$ cat src/rtl/i2s_pkg.sv
// Shared constants for the I2S microphone link: 32-bit slots carrying a
// 24-bit MSB-first word, left slot selected by ws low.
package i2s_pkg;

    localparam int   SLOT_BITS = 32;
    localparam int   DATA_BITS = 24;
    localparam logic WS_LEFT   = 1'b0;
    localparam int   IDX_W     = $clog2(SLOT_BITS);

endpackage

$ cat src/rtl/i2s_edge_tracker.sv
// Brings the master's sck/ws into the local clock domain and produces
// registered one-cycle sck rise/fall strobes with a ws value aligned to them.
module i2s_edge_tracker #(
    parameter int SYNC_STAGES = 2
) (
    input  logic clk_in,
    input  logic rst_in,
    input  logic sck_in,
    input  logic ws_in,
    output logic sck_rise_out,
    output logic sck_fall_out,
    output logic ws_out
);

    logic sck_s;
    logic ws_s;
    logic sck_prev_q;
    logic rise_q;
    logic fall_q;
    logic ws_q;

    generate
        if (SYNC_STAGES > 0) begin : g_sync
            logic [SYNC_STAGES-1:0] sck_sync_q;
            logic [SYNC_STAGES-1:0] ws_sync_q;

            // Synchronizer chains for the asynchronous sck and ws pins
            always_ff @(posedge clk_in or negedge rst_in) begin
                if (!rst_in) begin
                    sck_sync_q <= '0;
                    ws_sync_q  <= '0;
                end else begin
                    sck_sync_q[0] <= sck_in;
                    ws_sync_q[0]  <= ws_in;
                    for (int i = 1; i < SYNC_STAGES; i++) begin
                        sck_sync_q[i] <= sck_sync_q[i-1];
                        ws_sync_q[i]  <= ws_sync_q[i-1];
                    end
                end
            end

            assign sck_s = sck_sync_q[SYNC_STAGES-1];
            assign ws_s  = ws_sync_q[SYNC_STAGES-1];
        end else begin : g_nosync
            assign sck_s = sck_in;
            assign ws_s  = ws_in;
        end
    endgenerate

    // Previous-sck register and registered edge strobes with aligned ws
    always_ff @(posedge clk_in or negedge rst_in) begin
        if (!rst_in) begin
            sck_prev_q <= 1'b0;
            rise_q     <= 1'b0;
            fall_q     <= 1'b0;
            ws_q       <= 1'b0;
        end else begin
            sck_prev_q <= sck_s;
            rise_q     <= sck_s & ~sck_prev_q;
            fall_q     <= ~sck_s & sck_prev_q;
            ws_q       <= ws_s;
        end
    end

    assign sck_rise_out = rise_q;
    assign sck_fall_out = fall_q;
    assign ws_out       = ws_q;

endmodule

$ cat src/rtl/i2s_mic_emulator.sv
// I2S microphone emulator: follows the master's sck/ws and shifts queued
// samples out MSB-first in the left slot (24 data bits in a 32-bit slot).
// The right slot and the trailing 8 bits of every slot are driven 0.
module i2s_mic_emulator #(
    parameter int SAMPLE_WIDTH = 16,
    parameter int SYNC_STAGES  = 2
) (
    input  logic                    clk_in,
    input  logic                    rst_in,
    input  logic [SAMPLE_WIDTH-1:0] sample_in,
    input  logic                    sample_valid_in,
    output logic                    sample_ready_out,
    input  logic                    mic_sck_in,
    input  logic                    mic_ws_in,
    output logic                    mic_data_out,
    output logic                    slot_start_out,
    output logic                    underrun_out
);

    import i2s_pkg::*;

    localparam logic [IDX_W-1:0] IDX_DATA = IDX_W'(DATA_BITS);
    localparam logic [IDX_W-1:0] IDX_MAX  = IDX_W'(SLOT_BITS - 1);
    localparam logic [IDX_W-1:0] IDX_ONE  = IDX_W'(1);

    // Place a sample left-justified in the 24-bit word, low bits zero.
    function automatic logic [DATA_BITS-1:0] justify(input logic [SAMPLE_WIDTH-1:0] s);
        logic [DATA_BITS-1:0] w;
        w = DATA_BITS'(s);
        return w << (DATA_BITS - SAMPLE_WIDTH);
    endfunction

    logic sck_rise_s;
    logic sck_fall_s;
    logic ws_s;
    logic accept_s;
    logic boundary_s;
    logic load_left_s;

    logic                    primed_q,     primed_d;
    logic                    ws_q,         ws_d;
    logic [IDX_W-1:0]        bit_idx_q,    bit_idx_d;
    logic [DATA_BITS-1:0]    shift_q,      shift_d;
    logic [SAMPLE_WIDTH-1:0] hold_q,       hold_d;
    logic                    hold_valid_q, hold_valid_d;
    logic                    ready_q,      ready_d;
    logic                    data_q,       data_d;
    logic                    slot_start_q, slot_start_d;
    logic                    underrun_q,   underrun_d;

    i2s_edge_tracker #(
        .SYNC_STAGES(SYNC_STAGES)
    ) u_edge (
        .clk_in      (clk_in),
        .rst_in      (rst_in),
        .sck_in      (mic_sck_in),
        .ws_in       (mic_ws_in),
        .sck_rise_out(sck_rise_s),
        .sck_fall_out(sck_fall_s),
        .ws_out      (ws_s)
    );

    // Next-state logic: slot tracking, serializer and single-entry holding register
    always_comb begin
        accept_s    = sample_valid_in & ready_q;
        boundary_s  = sck_rise_s & primed_q & (ws_s != ws_q);
        load_left_s = boundary_s & (ws_s == WS_LEFT);

        primed_d     = primed_q;
        ws_d         = ws_q;
        bit_idx_d    = bit_idx_q;
        shift_d      = shift_q;
        hold_d       = hold_q;
        hold_valid_d = hold_valid_q;
        data_d       = data_q;
        slot_start_d = 1'b0;
        underrun_d   = 1'b0;

        if (sck_rise_s) begin
            primed_d = 1'b1;
            ws_d     = ws_s;
            if (boundary_s) begin
                bit_idx_d = '0;
            end else begin
                bit_idx_d = bit_idx_q;
            end
        end else if (sck_fall_s) begin
            if ((ws_q == WS_LEFT) && (bit_idx_q < IDX_DATA)) begin
                data_d    = shift_q[DATA_BITS-1];
                shift_d   = {shift_q[DATA_BITS-2:0], 1'b0};
                bit_idx_d = bit_idx_q + IDX_ONE;
            end else begin
                data_d = 1'b0;
                if (bit_idx_q != IDX_MAX) begin
                    bit_idx_d = bit_idx_q + IDX_ONE;
                end else begin
                    bit_idx_d = bit_idx_q;
                end
            end
        end else begin
            data_d = data_q;
        end

        // A left boundary consumes the held sample, a same-cycle offer, or zeros
        if (load_left_s) begin
            slot_start_d = 1'b1;
            if (hold_valid_q) begin
                shift_d      = justify(hold_q);
                hold_valid_d = 1'b0;
            end else if (accept_s) begin
                shift_d = justify(sample_in);
            end else begin
                shift_d    = '0;
                underrun_d = 1'b1;
            end
        end else if (accept_s) begin
            hold_d       = sample_in;
            hold_valid_d = 1'b1;
        end else begin
            hold_valid_d = hold_valid_q;
        end

        ready_d = ~hold_valid_d;
    end

    // State and registered outputs
    always_ff @(posedge clk_in or negedge rst_in) begin
        if (!rst_in) begin
            primed_q     <= 1'b0;
            ws_q         <= 1'b0;
            bit_idx_q    <= '0;
            shift_q      <= '0;
            hold_q       <= '0;
            hold_valid_q <= 1'b0;
            ready_q      <= 1'b0;
            data_q       <= 1'b0;
            slot_start_q <= 1'b0;
            underrun_q   <= 1'b0;
        end else begin
            primed_q     <= primed_d;
            ws_q         <= ws_d;
            bit_idx_q    <= bit_idx_d;
            shift_q      <= shift_d;
            hold_q       <= hold_d;
            hold_valid_q <= hold_valid_d;
            ready_q      <= ready_d;
            data_q       <= data_d;
            slot_start_q <= slot_start_d;
            underrun_q   <= underrun_d;
        end
    end

    assign sample_ready_out = ready_q;
    assign mic_data_out     = data_q;
    assign slot_start_out   = slot_start_q;
    assign underrun_out     = underrun_q;

endmodule
$ cat config.mk
export PLATFORM = sky130hd
export DESIGN_NAME = i2s_mic_emulator
export DESIGN_NICKNAME = d
export VERILOG_FILES = /design/src/rtl/i2s_pkg.sv /design/src/rtl/i2s_edge_tracker.sv /design/src/rtl/i2s_mic_emulator.sv
export SDC_FILE = /design/constraint.sdc
export NUM_CORES = 1
export LEC_CHECK = 0
export CELL_PAD_IN_SITES_DETAIL_PLACEMENT = 1
export CELL_PAD_IN_SITES_GLOBAL_PLACEMENT = 1
export CORE_UTILIZATION = 45
export CTS_BUF_LIST = sky130_fd_sc_hd__clkbuf_4 sky130_fd_sc_hd__clkbuf_8 sky130_fd_sc_hd__clkbuf_16
export CTS_CLUSTER_SIZE = 40
export DETAILED_ROUTE_END_ITERATION = 16
export GPL_TIMING_DRIVEN = 0
export PLACE_DENSITY_LB_ADDON = 0.1
export SKIP_LAST_GASP = 1
export SYNTH_ARGS = -nofsm -noshare
export SYNTH_HDL_FRONTEND = slang
export SYNTH_HIERARCHICAL = 1
export SYNTH_SLANG_ARGS = --single-unit
$ cat constraint.sdc
create_clock -name clk_in -period 1.95 [get_ports clk_in]
set_input_delay 0.39 -clock clk_in [delete_from_list [all_inputs] [get_ports clk_in]]
set_output_delay 0.39 -clock clk_in [all_outputs]
set_load 0.05 [all_outputs]
==> results of run 1 <==
-- final cells by class --
type,instances,area share [%]
inverters,3,0.411
multi-input cells,108,33.6
clock inverters,1,0.274
flip-flops and latches,52,47.4
plain buffers,8,2.28
clock buffers,7,3.28
well taps,67,3.06
repair buffers,26,9.67
-- cells by family after synthesis --
family          count (synthesis)  synth area share (%)
compound gates                 29                  7.54
xor+xnor                        1                 0.382
fa+ha+maj                       2                  1.09
buf+inv                        11                  3.22
flops                          52                  56.8
mux                            48                  23.8
simple gates                   28                  7.21
-- stage by stage --
stage                     area [µm²]  total power, mW  cells  worst slack (ns)
after floorplan                 2290             2.64    171             0.193
after global placement          2620             2.91    262            -0.948
after detailed placement        2630             3.02    263           -0.0680
after CTS                       2730             3.67    271            0.0145
after global routing            2740             3.88    272         -0.000289
final                           2740             3.63    272            0.0379
-- worst register-to-register path, cell delays in order (launching register included) --
cell and delay (ns):
dfrtp_1 0.43, ha_1 0.25, and3_1 0.19, ha_1 0.18, nor3b_2 0.18, or2_4 0.28
mux2_4 0.30
-- cells in the mapped netlist (all sizes together), types with 3 or more instances --
master | number | area, µm²
nor2 | 4 | 15.0
o22ai | 15 | 93.8
dfrtp | 52 | 1300
mux2i | 30 | 300
o21ai | 9 | 45.0
nand2 | 8 | 32.5
mux2 | 18 | 244
buf | 7 | 58.8
nand3 | 3 | 15.0
-- power by group through the flow --
stage          logic (mW)  registers (mW)  clock network, mW
6_report             1.26            1.73              0.645
3_5_place_dp         1.26            1.75                  0
2_1_floorplan       0.911            1.73                  0
4_1_cts              1.27            1.73              0.670
3_3_place_gp         1.19            1.72                  0
5_1_grt              1.39            1.78              0.703
-- sequential cells by signal, summed over array words and instances, names as in the netlist --
| name | count |
|---|---|
| hold_q | 16 |
| shift_q | 16 |
| bit_idx_q | 5 |
| u_edge/g_sync.sck_sync_q | 2 |
| u_edge/g_sync.ws_sync_q | 2 |
| hold_valid_q | 1 |
| mic_data_out | 1 |
| primed_q | 1 |
| sample_ready_out | 1 |
| slot_start_out | 1 |
| u_edge/sck_fall_out | 1 |
| u_edge/sck_prev_q | 1 |
| u_edge/sck_rise_out | 1 |
| u_edge/ws_out | 1 |
| underrun_out | 1 |
| ws_q | 1 |
-- final timing paths --
path | from | endpoint | slack (ns)
worst max-delay path | bit_idx_q[0] | bit_idx_q[0] | 0.04
worst min-delay path | rst_in | bit_idx_q[0] | 0.08
worst max register to register | bit_idx_q[0] | bit_idx_q[0] | 0.04
worst min register to register | u_edge/g_sync.sck_sync_q[0] | u_edge/g_sync.sck_sync_q[1] | 0.35
max in group asynchronous | rst_in | hold_q[10] | 1.33
min in group clk_in | u_edge/g_sync.sck_sync_q[0] | u_edge/g_sync.sck_sync_q[1] | 0.35
-- layer usage --
| layer | up-vias | part of all wire (%) | global-route usage [%] |
|---|---|---|---|
| met1 | 754 | 45 | 23.8 |
| li1 | 680 | - | - |
| met4 | 0 | 0.69 | 5.77 |
| met5 | - | 0 | 0 |
| met2 | 21 | 51 | 31.6 |
| met3 | 4 | 2.8 | 4.25 |
-- timing repair --
item                                   in CTS  in global routing
gates resized for setup                     1                  1
setup buffers                               0                  1
endpoints found under the hold margin       0                  0
setup endpoints to repair                   1                  2
==> out/summary.txt, run 1 <==
Status - completed
Most numerous cell on the critical path - ha_1
Clock Tree Buf Depth - 2
Worst path max stage delay - 0.43 ns
Yosys reg bits - 52
Combined area of the multi-input logic cells - 921 µm²
Worst Tran Pin Value - 0.575 ns
Critical setup path kind - register to register
Antenna violations before repair - 0
Io pins - 25
Most used DFF post-synth - dfrtp_1
Cells after Synth - 171
Row cnt - 25
Final Hold Viols - 0
Mapped Nets - 194
Pwr dens - 1330 nW/µm²
CP required - 2.14 ns
TritonCTS clock tree - done
Internal power - 2.47 mW
Routed vias - 1459
Area Growth Syn to Fin - 19.7%
Crit path max-delay family - simple AND/OR/NAND/NOR gates
Die width - 73.4 µm
Asr flop ratio synth - 100%
First drt pass iteration count - 4
Static leakage - 1.34 nW
Critical-path cell list - ha_1 > and3_1 > ha_1 > nor3b_2 > or2_4 > mux2_4
Routed len/inst - 16.4 µm
Clock transition at the registers of the reported paths - 0.09 ns
Final slew viol count - 0
CP Launch Type - register
Final core occ - 56.9%
Clk_lat worst skew - 0.30 ns
Synthesized area per cell - 13.4 µm²
Warning count from the yosys run - 6
Switch share - 32.0%
Crit path time final - 1.91 ns
Worst vdd ir - 0.527 mV
Path depth of the worst reg2reg path - 6
Post-synth EDFFs - 0
Layout cells sized above 1 - 21.0%
Clock share of power - 17.7%
Sequential area share after synthesis - 56.8%
Final period util - 98.1%
HPWL Detailed - 3.29 mm
Global-route usage over all layers - 18.6%
Root buffer cell - clkbuf_8
Min Hold Slack - 0.0770 ns
CTS Buf Count - 5
HP Class - primary input to asynchronous set/reset pin
Vias in the first global route - 1564
Routed WL - 4.46 mm
Antenna cell count - 0
H-tree depth - 2
Layout Skew - 0.00559 ns
Final Net Count - 227
Overflow after GRT - 0
Port Buffers - 24
Hold-fix buffers, CTS - 0
Critical Path AT - 2.10 ns
Slowest-stage cell, CP - dfrtp_1
DRC - 0
Starting density of the core - 47.6%
Commonest non-fill, non-tap cell in the layout - dfrtp_1
FF+latch area - 1300 µm²
Core Area - 4820 µm²
MaxCap Viol Count - 0
Fillers - 498
Setup crit end kind - register
Die extent in y - 73.4 µm
FMAX - 523 MHz
Relative slew slack - 61.7%
Maximum fanout along the worst path - 5
Largest net degree at the start of global routing - 29
Switch Pwr - 1.16 mW
Vias per inst - 5.36
Syn Std Cell Area - 2290 µm²
Post-synth cell types - 34
DR iter-0 viols - 57
Antenna-violating nets left - 0
Crit path depth - 6
First-pass GRT wire length - 7.46 mm
Die area - 5380 µm²
# setup viols final - 0
Sequential share of power - 47.6%
Logic gate share of total power - 34.6%
Most frequent cells in the layout - 52 x dfrtp_1, 30 x mux2i_1, 22 x clkdlybuf4s50_1
TNS Setup - 0 ns
Sink Count - 52
Final GP Congestion - 0.720
Buf/Inv on CP - 0
Note: power is estimated with default switching activity, not from simulation.
==> run 2: changes to the inputs <==
--- a/config.mk
+++ b/config.mk
@@ -7,7 +7,7 @@
 export LEC_CHECK = 0
 export CELL_PAD_IN_SITES_DETAIL_PLACEMENT = 1
 export CELL_PAD_IN_SITES_GLOBAL_PLACEMENT = 1
-export CORE_UTILIZATION = 45
+export CORE_UTILIZATION = 44
 export CTS_BUF_LIST = sky130_fd_sc_hd__clkbuf_4 sky130_fd_sc_hd__clkbuf_8 sky130_fd_sc_hd__clkbuf_16
 export CTS_CLUSTER_SIZE = 40
 export DETAILED_ROUTE_END_ITERATION = 16
==> run 2 against run 1 <==
  * Clock power up 0.6%
  * Setup slack better by 0.047 ns
  * Clock skew up 0.0028 ns
  * Critical path depth down 5
  * Fmax up 2.5%
  * Critical path type is now register to output port
  * First-iteration DRC count up 54%
  * Largest cell class unchanged
  * Global-route usage down 0.59 points
  * Highest routed layer unchanged
  * Hold slack better by 0.28 ns
  * Non-clock buffer count up 1
  * Final area up 0.32%
  * Flip-flop and latch count unchanged
  * Die area up 2.2%
==> out/summary.txt, run 2 (synthesized netlist as in run 1, its figures left out) <==
# setup viols final - 0 (unchanged)
CP required - 1.56 ns (-0.58 ns)
Sequential share of power - 47.5% (about the same)
Pre-CTS WS - -0.0202 ns (+0.0478 ns)
Commonest non-fill, non-tap cell in the layout - dfrtp_1
TritonCTS clock tree - done
Hold path start - u_edge/g_sync.ws_sync_q[1]
HP Class - register to register
Maximum fanout along the worst path - 2 (-3)
Final GP Congestion - 0.738 (+2.5%)
Final slew viol count - 0 (unchanged)
Setup slack after layout - 0.0845 ns (+0.0466 ns)
Status - completed
Area Growth Syn to Fin - 20.1%
Fillers - 521 (+4.6%)
Routed vias - 1445 (-0.96%)
H-tree depth - 2 (unchanged)
Clock share of power - 17.9% (+0.2 points)
TNS Setup - 0 ns (unchanged)
Static leakage - 1.33 nW (-0.93%)
Crit path max-delay family - buffers and inverters
First-pass GRT wire length - 7.38 mm (-1.1%)
RR Startpoint - bit_idx_q[0]
Final period util - 95.7% (-2.4 points)
Routed WL - 4.48 mm (+0.45%)
Sink Count - 52 (unchanged)
Regs by FF count - hold_q x16, shift_q x16, bit_idx_q x5
Starting density of the core - 46.9% (-0.61 points)
HPWL Detailed - 3.17 mm (-3.5%)
Worst Tran Pin Value - 0.496 ns (-0.0789 ns)
Crit path time final - 1.87 ns (-0.0466 ns)
Vias per inst - 5.29 (-1.3%)
Setup crit end kind - output port
Layout cells sized above 1 - 21.4% (+0.38 points)
Root buffer cell - clkbuf_8
Post-layout total power - 3.63 mW (-0.21%)
Overflow after GRT - 0 (unchanged)
Clk_lat worst skew - 0.30 ns (about the same)
Routed len/inst - 16.4 µm (about the same)
Global-route usage over all layers - 18.0% (-0.59 points)
Finished Layout Cells - 273 (+0.37%)
CP Launch Type - register
Critical setup path kind - register to output port
CTS Buf Count - 5 (unchanged)
Antenna-violating nets left - 0 (unchanged)
Die width - 74.2 µm (+1.1%)
Slowest-stage cell, CP - clkdlybuf4s50_1
Buf/Inv on CP - 1 (+1)
MaxCap Viol Count - 0 (unchanged)
Most frequent cells in the layout - 52 x dfrtp_1, 30 x mux2i_1, 22 x clkdlybuf4s50_1
Clock Tree Buf Depth - 2 (unchanged)
Antenna violations before repair - 0 (unchanged)
Die extent in y - 74.2 µm (+1.1%)
Final Net Count - 228 (+0.44%)
Relative slew slack - 66.8% (+5.2 points)
Row cnt - 25 (unchanged)
Logic gate share of total power - 34.6% (about the same)
First drt pass iteration count - 4 (unchanged)
Clock transition at the registers of the reported paths - 0.10 ns (about the same)
FMAX - 536 MHz (+2.5%)
DRC - 0 (unchanged)
Worst path max stage delay - 0.80 ns (+0.37 ns)
Critical-path cell list - clkdlybuf4s50_1
Final Hold Viols - 0 (unchanged)
Largest net degree at the start of global routing - 41 (+41%)
Switch Pwr - 1.17 mW (+0.77%)
Core Area - 4880 µm² (+1.3%)
Critical Path AT - 1.48 ns (-0.62 ns)
Die area - 5500 µm² (+2.2%)
Worst vdd ir - 0.582 mV (+10%)
Io pins - 25 (unchanged)
Layout Skew - 0.00838 ns (+0.00279 ns)
RSZ-0062 raised after global routing - no
Post-Place Cells - 263 (unchanged)
Antenna cell count - 0 (unchanged)
Vias in the first global route - 1599 (+2.2%)
Switch share - 32.3% (+0.32 points)
Internal power - 2.46 mW (-0.67%)
DR iter-0 viols - 88 (+54%)
Pwr dens - 1320 nW/µm² (-0.53%)
Port Buffers - 24 (unchanged)
Worst Setup SP - mic_data_out
-- run 2: changes by cell type in the layout (fill, tap and decap cells not counted) --
cell / before / now
dlymetal6s2s_1: 1 / 0
dlygate4sd3_1: 0 / 1
clkbuf_4: 1 / 0
ha_1: 2 / 1
ha_2: 0 / 1
dlygate4sd2_1: 0 / 1
clkinvlp_4: 1 / 2
-- run 2: layer usage --
layer | GRT usage (%) | wire, µm | vias up | share of wire (%)
met3 | 4.07 | 102 | 2 | 2.3
met5 | 0 | 0 | - | 0
li1 | - | - | 686 | -
met1 | 23.7 | 2100 | 735 | 47
met4 | 5.77 | 29 | 0 | 0.65
met2 | 29.7 | 2260 | 22 | 50
-- run 2: path summary, 6_finish.rpt --
path                                  to  slack, ns  cells after the start
max                         mic_data_out       0.08                      1
min                        u_edge/ws_out       0.36                      0
max reg2reg                 bit_idx_q[0]       0.09                      6
min reg2reg                u_edge/ws_out       0.36                      0
max in group asynchronous    shift_q[11]       0.92                      3
min in group asynchronous   bit_idx_q[4]       0.52                      2
-- run 2: power by group through the flow --
stage               sequential, mW  clock (mW)  combinational, mW
global route                  1.76       0.707               1.39
floorplan                     1.73           0              0.911
global placement              1.72           0               1.19
detailed placement            1.74           0               1.26
CTS                           1.73       0.668               1.25
finish                        1.72       0.649               1.25
-- run 2: metrics by stage --
step / instance area, µm² / util [%] / hold WS (ns)
3_5_place_dp: 2630 / 53.9 / 0.303
5_1_grt: 2750 / 56.4 / 0.375
3_3_place_gp: 2620 / 53.6 / 0.332
2_1_floorplan: 2290 / - / 0.0944
6_report: 2750 / 56.4 / 0.356
4_1_cts: 2740 / 56.2 / 0.359
-- run 2: final cells by class --
| type | instances | area (µm²) | share of cell area, % |
|---|---|---|---|
| Clock buffer | 6 | 82.6 | 3.00 |
| Clock inverter | 2 | 15.0 | 0.546 |
| Tap cell | 67 | 83.8 | 3.05 |
| Inverter | 3 | 11.3 | 0.409 |
| Timing Repair Buffer | 27 | 272 | 9.87 |
| Sequential cell | 52 | 1300 | 47.3 |
| Multi-Input combinational cell | 108 | 923 | 33.6 |
| Buffer | 8 | 62.6 | 2.27 |
-- run 2: what timing repair did --
action | CTS | global route
hold buffers | 1 | 0
hold endpoints to repair | 12 | 0
endpoints found under the setup margin | 2 | 1
setup buffers | 0 | 1
cloned | 0 | 0
pin swaps | 0 | 0
resized for setup | 2 | 1
==> run 3: changes to the inputs <==
--- a/config.mk
+++ b/config.mk
@@ -11,6 +11,7 @@
 export CTS_BUF_LIST = sky130_fd_sc_hd__clkbuf_4 sky130_fd_sc_hd__clkbuf_8 sky130_fd_sc_hd__clkbuf_16
 export CTS_CLUSTER_SIZE = 40
 export DETAILED_ROUTE_END_ITERATION = 16
+export GPL_ROUTABILITY_DRIVEN = 0
 export GPL_TIMING_DRIVEN = 0
 export PLACE_DENSITY_LB_ADDON = 0.1
 export SKIP_LAST_GASP = 1
==> results of run 3 <==
No change in the layout: final DEF, timing and power equal those of run 2.
